==> src/rtl/snoop_bus_arbiter.sv <==
// rtl/snoop_bus_arbiter.sv - round-robin snoop bus arbiter with memory/write-back sequencing
//
// Purpose: grants one of four processors the snoop bus, broadcasts its command,
// resolves the snoop response and, when needed, performs a memory read or a
// write-back before pulsing done to the requester. One transaction at a time.
//
// Ports:
//   clk, reset                 clock, synchronous active-high reset
//   req[3:0], req_cmd[11:0]    per-processor request and 3-bit command
//   grant[3:0], processor[1:0] one-hot owner and its index
//   bus[2:0]                   command broadcast during the snoop cycle
//   snoop_hit/wb/abort, snoop_data[7:0]  OR-reduced snooper responses
//   mem_req, mem_we, mem_wdata[7:0], mem_ack, mem_rdata[7:0]  memory port
//   data_out[7:0], done[3:0]   fill data and one-cycle completion pulse
//   error                      timeout flag
//
// Optional feature: define SNOOP_TIMEOUT_EN to abandon a memory access after
// 15 cycles without mem_ack (done with error=1, data_out=0).

module snoop_bus_arbiter (
  input  logic        clk,
  input  logic        reset,
  input  logic [3:0]  req,
  input  logic [11:0] req_cmd,
  output logic [3:0]  grant,
  output logic [2:0]  bus,
  output logic [1:0]  processor,
  input  logic        snoop_hit,
  input  logic        snoop_wb,
  input  logic        snoop_abort,
  input  logic [7:0]  snoop_data,
  output logic        mem_req,
  output logic        mem_we,
  input  logic        mem_ack,
  input  logic [7:0]  mem_rdata,
  output logic [7:0]  mem_wdata,
  output logic [7:0]  data_out,
  output logic [3:0]  done,
  output logic        error
);

  typedef enum logic [2:0] {IDLE, SNOOP, MEM, WB, DONE} state_t;

  state_t      state_q, state_d;
  logic [2:0]  cmd_q;
  logic [3:0]  grant_q;
  logic [1:0]  proc_q;
  logic [1:0]  ptr_q;
  logic [7:0]  data_q;
  logic [7:0]  wdata_q;
  logic        win_valid;
  logic [1:0]  win_idx;
  logic [1:0]  cand;
  logic        mem_cmd;
  logic        legal_cmd;
  logic        timeout;
  logic        unused_hit;

  // snoop_hit carries no control meaning here; it is visible on the port only.
  assign unused_hit = snoop_hit;

  assign mem_cmd   = (cmd_q == 3'b001) || (cmd_q == 3'b010);
  assign legal_cmd = mem_cmd || (cmd_q == 3'b011);

  // Round-robin search starts one past the last winner; offset 4 wraps to the
  // last winner itself so a lone repeat requester is still served.
  always_comb begin
    win_valid = 1'b0;
    win_idx   = 2'd0;
    cand      = 2'd0;
    for (int i = 1; i <= 4; i++) begin
      cand = ptr_q + i[1:0];
      if (!win_valid && req[cand]) begin
        win_valid = 1'b1;
        win_idx   = cand;
      end
    end
  end

`ifdef SNOOP_TIMEOUT_EN
  logic [3:0] cnt_q;
  logic       err_q;

  // Counter is 0 in the first MEM/WB cycle, so cnt_q==14 marks the 15th wait cycle.
  assign timeout = !mem_ack && (cnt_q == 4'd14);
  assign error   = err_q;

  always_ff @(posedge clk) begin
    if (reset) begin
      cnt_q <= 4'd0;
      err_q <= 1'b0;
    end else begin
      if (state_q == MEM || state_q == WB)
        cnt_q <= cnt_q + 4'd1;
      else
        cnt_q <= 4'd0;
      err_q <= (state_q == MEM || state_q == WB) && timeout;
    end
  end
`else
  assign timeout = 1'b0;
  assign error   = 1'b0;
`endif

  always_comb begin
    state_d = state_q;
    case (state_q)
      IDLE:    if (win_valid) state_d = SNOOP;
      SNOOP: begin
        if (!mem_cmd)         state_d = DONE;
        else if (!snoop_abort) state_d = MEM;
        else if (snoop_wb)    state_d = WB;
        else                  state_d = DONE;
      end
      MEM, WB: if (mem_ack || timeout) state_d = DONE;
      DONE:    state_d = IDLE;
      default: state_d = IDLE;
    endcase
  end

  always_ff @(posedge clk) begin
    if (reset) begin
      state_q <= IDLE;
      cmd_q   <= 3'b000;
      grant_q <= 4'b0000;
      proc_q  <= 2'd0;
      ptr_q   <= 2'd3;
      data_q  <= 8'h00;
      wdata_q <= 8'h00;
    end else begin
      state_q <= state_d;
      if (state_d == DONE && state_q != DONE)
        ptr_q <= proc_q;
      case (state_q)
        IDLE: begin
          if (win_valid) begin
            grant_q <= 4'b0001 << win_idx;
            proc_q  <= win_idx;
            cmd_q   <= req_cmd[win_idx*3 +: 3];
          end
        end
        SNOOP: begin
          wdata_q <= snoop_data;
          data_q  <= (mem_cmd && snoop_abort) ? snoop_data : 8'h00;
        end
        MEM, WB: begin
          // Write-back keeps the snooped data as the fill value.
          if (mem_ack) begin
            if (state_q == MEM) data_q <= mem_rdata;
          end else if (timeout) begin
            data_q <= 8'h00;
          end
        end
        DONE:    grant_q <= 4'b0000;
        default: grant_q <= 4'b0000;
      endcase
    end
  end

  assign grant     = grant_q;
  assign processor = proc_q;
  assign bus       = (state_q == SNOOP && legal_cmd) ? cmd_q : 3'b000;
  assign mem_req   = (state_q == MEM) || (state_q == WB);
  assign mem_we    = (state_q == WB);
  assign mem_wdata = wdata_q;
  assign data_out  = data_q;
  assign done      = (state_q == DONE) ? grant_q : 4'b0000;

endmodule

==> config.mk <==
export PLATFORM = sky130hd
export DESIGN_NAME = snoop_bus_arbiter
export DESIGN_NICKNAME = d
export VERILOG_FILES = /design/src/rtl/snoop_bus_arbiter.sv
export SDC_FILE = /design/constraint.sdc
export NUM_CORES = 1
export LEC_CHECK = 0
export BUFFER_PORTS_ARGS = -buffer_cell sky130_fd_sc_hd__clkbuf_2
export CAP_MARGIN = 10
export CORE_ASPECT_RATIO = 1.5
export CORE_MARGIN = 4
export CORE_UTILIZATION = 40
export CTS_CLUSTER_DIAMETER = 60
export DETAILED_ROUTE_END_ITERATION = 10
export PLACE_DENSITY = 0.71
export RECOVER_POWER = 50
export SLEW_MARGIN = 20
export SYNTH_ARGS = -nofsm -noshare
export SYNTH_HDL_FRONTEND = slang
export SYNTH_SLANG_ARGS = --single-unit
==> constraint.sdc <==
create_clock -name clk -period 2 [get_ports clk]
set_input_delay 0.4 -clock clk [delete_from_list [all_inputs] [get_ports clk]]
set_output_delay 0.4 -clock clk [all_outputs]
set_load 0.02 [all_outputs]
Word level (Yosys, flattened, before mapping)
Cells that the tools add are included. Widths: inputs -> output; s select.

Register bits after elaboration: 30. Bits of input ports: 38. Output and inout port bits: 32.

Add/subtract/negate cells: 3. Multiply operators: 1. $lt $le $gt $ge: 4. Eq/ne operators: 12. Shift operators: 2. Muxes and demuxes: 30. Bitwise operators: 1. Reductions and logical operators: 19.

Operator list (number): $mux 8 (3); $mux 3 (6); $pmux 8 s2 (1); $eq 3x2->1 const B (4); $lt 2x3->1 const B (4); $shiftx 12x5->3 (1); $pmux 3 s3 (1); $bmux 1 s2 (4); $mux 1 (8); $mux 2 (4); $mux 4 (2); $pmux 4 s2 (1); $eq 3x1->1 const B (2); $eq 3x3->1 const B (2); $logic_and 1x1->1 (6); $ne 2x2->1 const B (3); $add 2x2->2 const B (2); $mul 2x2->4 const B (1); $reduce_and 2->1 (2); $shl 1x2->4 const A (1); $logic_not 1->1 (3); $logic_not 3->1 (1); $logic_or 1x1->1 (3); $ne 3x3->1 const B (1); 6 further kinds (6).

Depth between registers and ports, before layout
Depth in word-level cells: 17. Mapped depth: 6. Depth with buffers taken out: 5.

Worst setup path after synthesis
OpenSTA, ideal clock, no wires.

Path kind: input to register. From: input port req[0]. To: register grant_q[3], in the netlist grant[3]. Data arrival time: 1632 ps. Setup slack: 289 ps. Cell stages on the path: 5. Path through: or2_4 > a311oi_4 > and2b_1 > nand2b_1 > a211oi_2.

Longest elaborated chain between the ends: 15. Elaborated cells on any way between the ends: 27. Classes of those cells: eq/ne: 1; shift: 1; mux: 18; reduce/logical: 7.

Ends and longest elaborated chain: start, declared (RTL line 23) `input logic [3:0] req,`; $bmux 1 s2 (RTL line 73) `if (!win_valid && req[cand]) begin`; $mux 1 (not written as such) (RTL line 73); $mux 1 (RTL line 73); $logic_not 1->1 (RTL line 73); $logic_and 1x1->1 (RTL line 73); $mux 1 (RTL line 73); $logic_not 1->1 (RTL line 73); $logic_and 1x1->1 (RTL line 73); $mux 1 (RTL line 73); $logic_not 1->1 (RTL line 73); $logic_and 1x1->1 (RTL line 73); $mux 2 (RTL line 73); $shl 1x2->4 (RTL line 137) `grant_q <= 4'b0001 << win_idx;`; $mux 4 (RTL line 136) `if (win_valid) begin`; $pmux 4 s2 (RTL line 134) `case (state_q)`; end signal, assigned (RTL line 137); end, declared (RTL line 46) `logic [3:0] grant_q;`.

Parallel ways exist; a longest one is shown, timed or not. The select of a mux whose other input is x is not followed. A chain may end at the register's enable or synchronous reset.

Final worst setup path
From: register state_q[1]. To: output port bus[0].

Longest elaborated chain between the ends: 3.

Ends and longest elaborated chain: start, declared (RTL line 44) `state_t state_q, state_d;`; start signal, assigned (RTL line 131) `state_q <= state_d;`; $eq 3x1->1 (RTL line 162) `assign bus = (state_q == SNOOP && legal_cmd) ? cmd_q : 3'b000;`; $logic_and 1x1->1 (RTL line 162); $mux 3 (RTL line 162); end, declared (RTL line 26) `output logic [2:0] bus,`.

No other way between the ends.

==> results_dict.tcl <==
set metrics [dict create \
    run_status "completed" \
    required_ps 1600 \
    area_growth_syn_to_layout_pct 31.3 \
    ir_worst_vdd_v 0.000683 \
    crit_start "state_q[1]" \
    routed_wl_um 3660 \
    cts-root-buf "clkbuf_8" \
    post-route-period-util_pct 88.1 \
    post_synth.cell_area_avg_sq_um 8.45 \
    clock-sinks 30 \
    gp_congestion 0.809 \
    design_area_sq_um 1910 \
    ys_top_cells_by_count "30 x dfxtp_1, 21 x nand2_1, 18 x nor2_1" \
    vias_per_cell 5.07 \
    power_switching_uw 879 \
    swShare_pct 39.2 \
    hp-class "input port to flip-flop" \
    cts_tree "done" \
    syn_area_sq_um 1450 \
    worst-setup-path-type "flip-flop to output pin" \
    cpPeakStageDelay_ps 350 \
    rsz0062_at_grt "no" \
    clkPwrFrac_pct 19.5 \
    p_int_uw 1360 \
    setup_viol_count_final 0 \
    synth_warnings 0 \
    die_w_um 57.2 \
    coreArea_sq_um 3450 \
    critPathSlowestCell "dfxtp_1" \
    post_cts_buffers 0 \
    numCtsBuffers 5 \
    cp.arrival_ps 1360 \
    synth_area_leaders "dfxtp_1 41%, a211oi_1 5.7%, nand2_1 5.4%, a22oi_1 5.2%, nor2_1 4.7%" \
    utilization_pct 55.3 \
    grt_antenna_before_repair 0 \
    pwr-share-comb_pct 42.3 \
    regArea_sq_um 601 \
    min_from "snoop_data[6]" \
    final_nets 283 \
    finalSetupTns_ps 0 \
    dp_hpwl_um 2980 \
    path_max_fanout 6 \
    fmax_ghz 0.568 \
    multi_input_area_sq_um 796 \
    totalPowerFinal_uw 2240 \
    num_io_pins 70 \
    row_count 26 \
    place_area_sq_um 1860 \
    fin_crit_ps 1760 \
    clock_skew_ps 4.54 \
    htreeDepth 2 \
    num_vias 1454 \
    overflow 0 \
    synthCells 172 \
    synth_edf_count 0 \
    drt-initial-drc-count 32 \
    cts.path.max_buffers 2 \
    drt_first_pass_iters 4 \
    ys.flop_type "dfxtp_1" \
    drive_gt1_share_pct 26.5 \
    synthArstFlopShare_pct 0 \
    cap_violations 0 \
    fill_cells 373 \
    ys_seq_area_share_pct 41.3 \
    yosysTopAreaCell "dfxtp_1" \
    clock_latency_ps 270 \
    p_seq_share_pct 38.1 \
    yosysTopAreaCellShare_pct 41.3 \
    p_leak_uw 0.000826 \
    ant_nets 0 \
    crit_family "simple AND/OR/NAND/NOR gates" \
    grt_max_degree 18 \
    cp_cell_sequence "nand2b_1, nor2_1, and3_1, clkbuf_2" \
    floorplan.initialDensity_pct 42.1 \
    cts_hold_buf 0 \
    synth-seq-cells 30 \
    hold_violations 0 \
    drc 0 \
    ys_types 34 \
    diodes 0 \
    clk_pin_slew_ps 60 \
    power_density_nw_per_um2 1180 \
    routedWlPerCell_um 12.8 \
    grt.total_usage_pct 16.6 \
    dieArea_sq_um 4680 \
    synth.most_common_cell "dfxtp_1" \
    grt_pass1_wl_um 5970 \
    grt_pass1_vias 1361 \
    worst-path-buf-inv 1 \
    cts_resized 0 \
    io_buffers 66 \
    cp-start-kind "flip-flop" \
    cp-end-kind "output pin" \
    finalMaxSlewViolations 0 \
    r2r_start "state_q[1]" \
    dieHeight_um 81.8 \
]
logic make-up (layout without fill, tap and decap cells):
| kind of cell | after synthesis | count (layout) | share of synthesized area, % |
|---|---|---|---|
| other | 1 | 2 | 0.258 |
| DFF | 30 | 30 | 41.3 |
| xor gates and xnor gates | 1 | 1 | 0.603 |
| AOI/OAI and AO/OA | 45 | 45 | 23.5 |
| and+or+nand+nor | 75 | 75 | 26.0 |
| buffers and inverters | 14 | 86 | 4.13 |
| muxes | 6 | 6 | 4.13 |
registers in the layout, summed over array words and instances, names as in the netlist:
name	cells
data_out	8
ptr_q	2
mem_wdata	8
cmd_q	3
grant	4
state_q	3
processor	2
cell usage in the layout, fill, tap and decap left out:
master	synthesis	final
clkbuf_2	0	44
dfxtp_1	30	30
clkbuf_1	8	25
nand2_1	21	21
nor2_1	18	18
a21oi_1	12	12
a211oi_1	11	11
a22oi_1	10	10
buf_4	2	8
and3_1	7	7
mux2i_1	6	6
nand2b_1	5	5
clkbuf_8	0	5
nor2b_1	4	4
inv_1	4	4
nor3_1	4	4
nand3b_1	4	4
o221ai_1	3	3
nor3b_1	2	2
o21ai_0	2	2
or2_2	2	2
a211o_1	2	2
or3_1	2	2
conb_1	1	2
and2_1	1	1
nor2_2	1	1
o41ai_2	1	1
xor2_1	1	1
nand3_1	1	1
or2b_1	1	1
o21ai_1	1	1
or2_4	1	1
a311oi_4	1	1
and2b_1	1	1
o31a_2	1	1
a211oi_2	1	1
power by group through the flow:
stage	registers, uW	logic, uW	clock network (uW)
CTS	858	998	454
detailed placement	868	995	0
global route	879	1060	487
global placement	864	983	0
finish	855	949	438
floorplan	974	550	0
metal layers:
metal,global-route usage [%],vias up,part of all wire (%)
met5,0,-,0
met4,6.26,0,1.4
met3,6.45,5,9.5
met2,29.2,52,50
met1,18.0,640,39
li1,-,757,-
final cells by class:
| cell class | instances | area share [%] |
|---|---|---|
| Inverter | 4 | 0.787 |
| Clock buffer | 7 | 4.00 |
| Tap cell | 42 | 2.76 |
| Timing Repair Buffer | 75 | 19.2 |
| Multi-Input combinational cell | 129 | 41.7 |
| Sequential cell | 30 | 31.5 |
tightest hold or removal path, cell delays in order:
cell and delay, ps:
clkbuf_2 90, nand2_1 50, a21oi_1 50
per-stage QoR:
step / setup slack (ps) / hold WS (ps) / cells
after CTS: 201 / 357 / 287
after global placement: 225 / 442 / 280
final: 239 / 363 / 287
after global routing: 165 / 370 / 287
after detailed placement: 227 / 447 / 280
after floorplan: 289 / 498 / 173
final timing paths:
path                                endpoint  cells after the start  slack, ps
worst max-delay path                  bus[0]                      4        240
worst min-delay path            mem_wdata[6]                      3        360
worst min register to register  mem_wdata[4]                      2        450
worst max register to register      ptr_q[0]                      5        280
No activity file was read; power rests on OpenSTA's default activity.
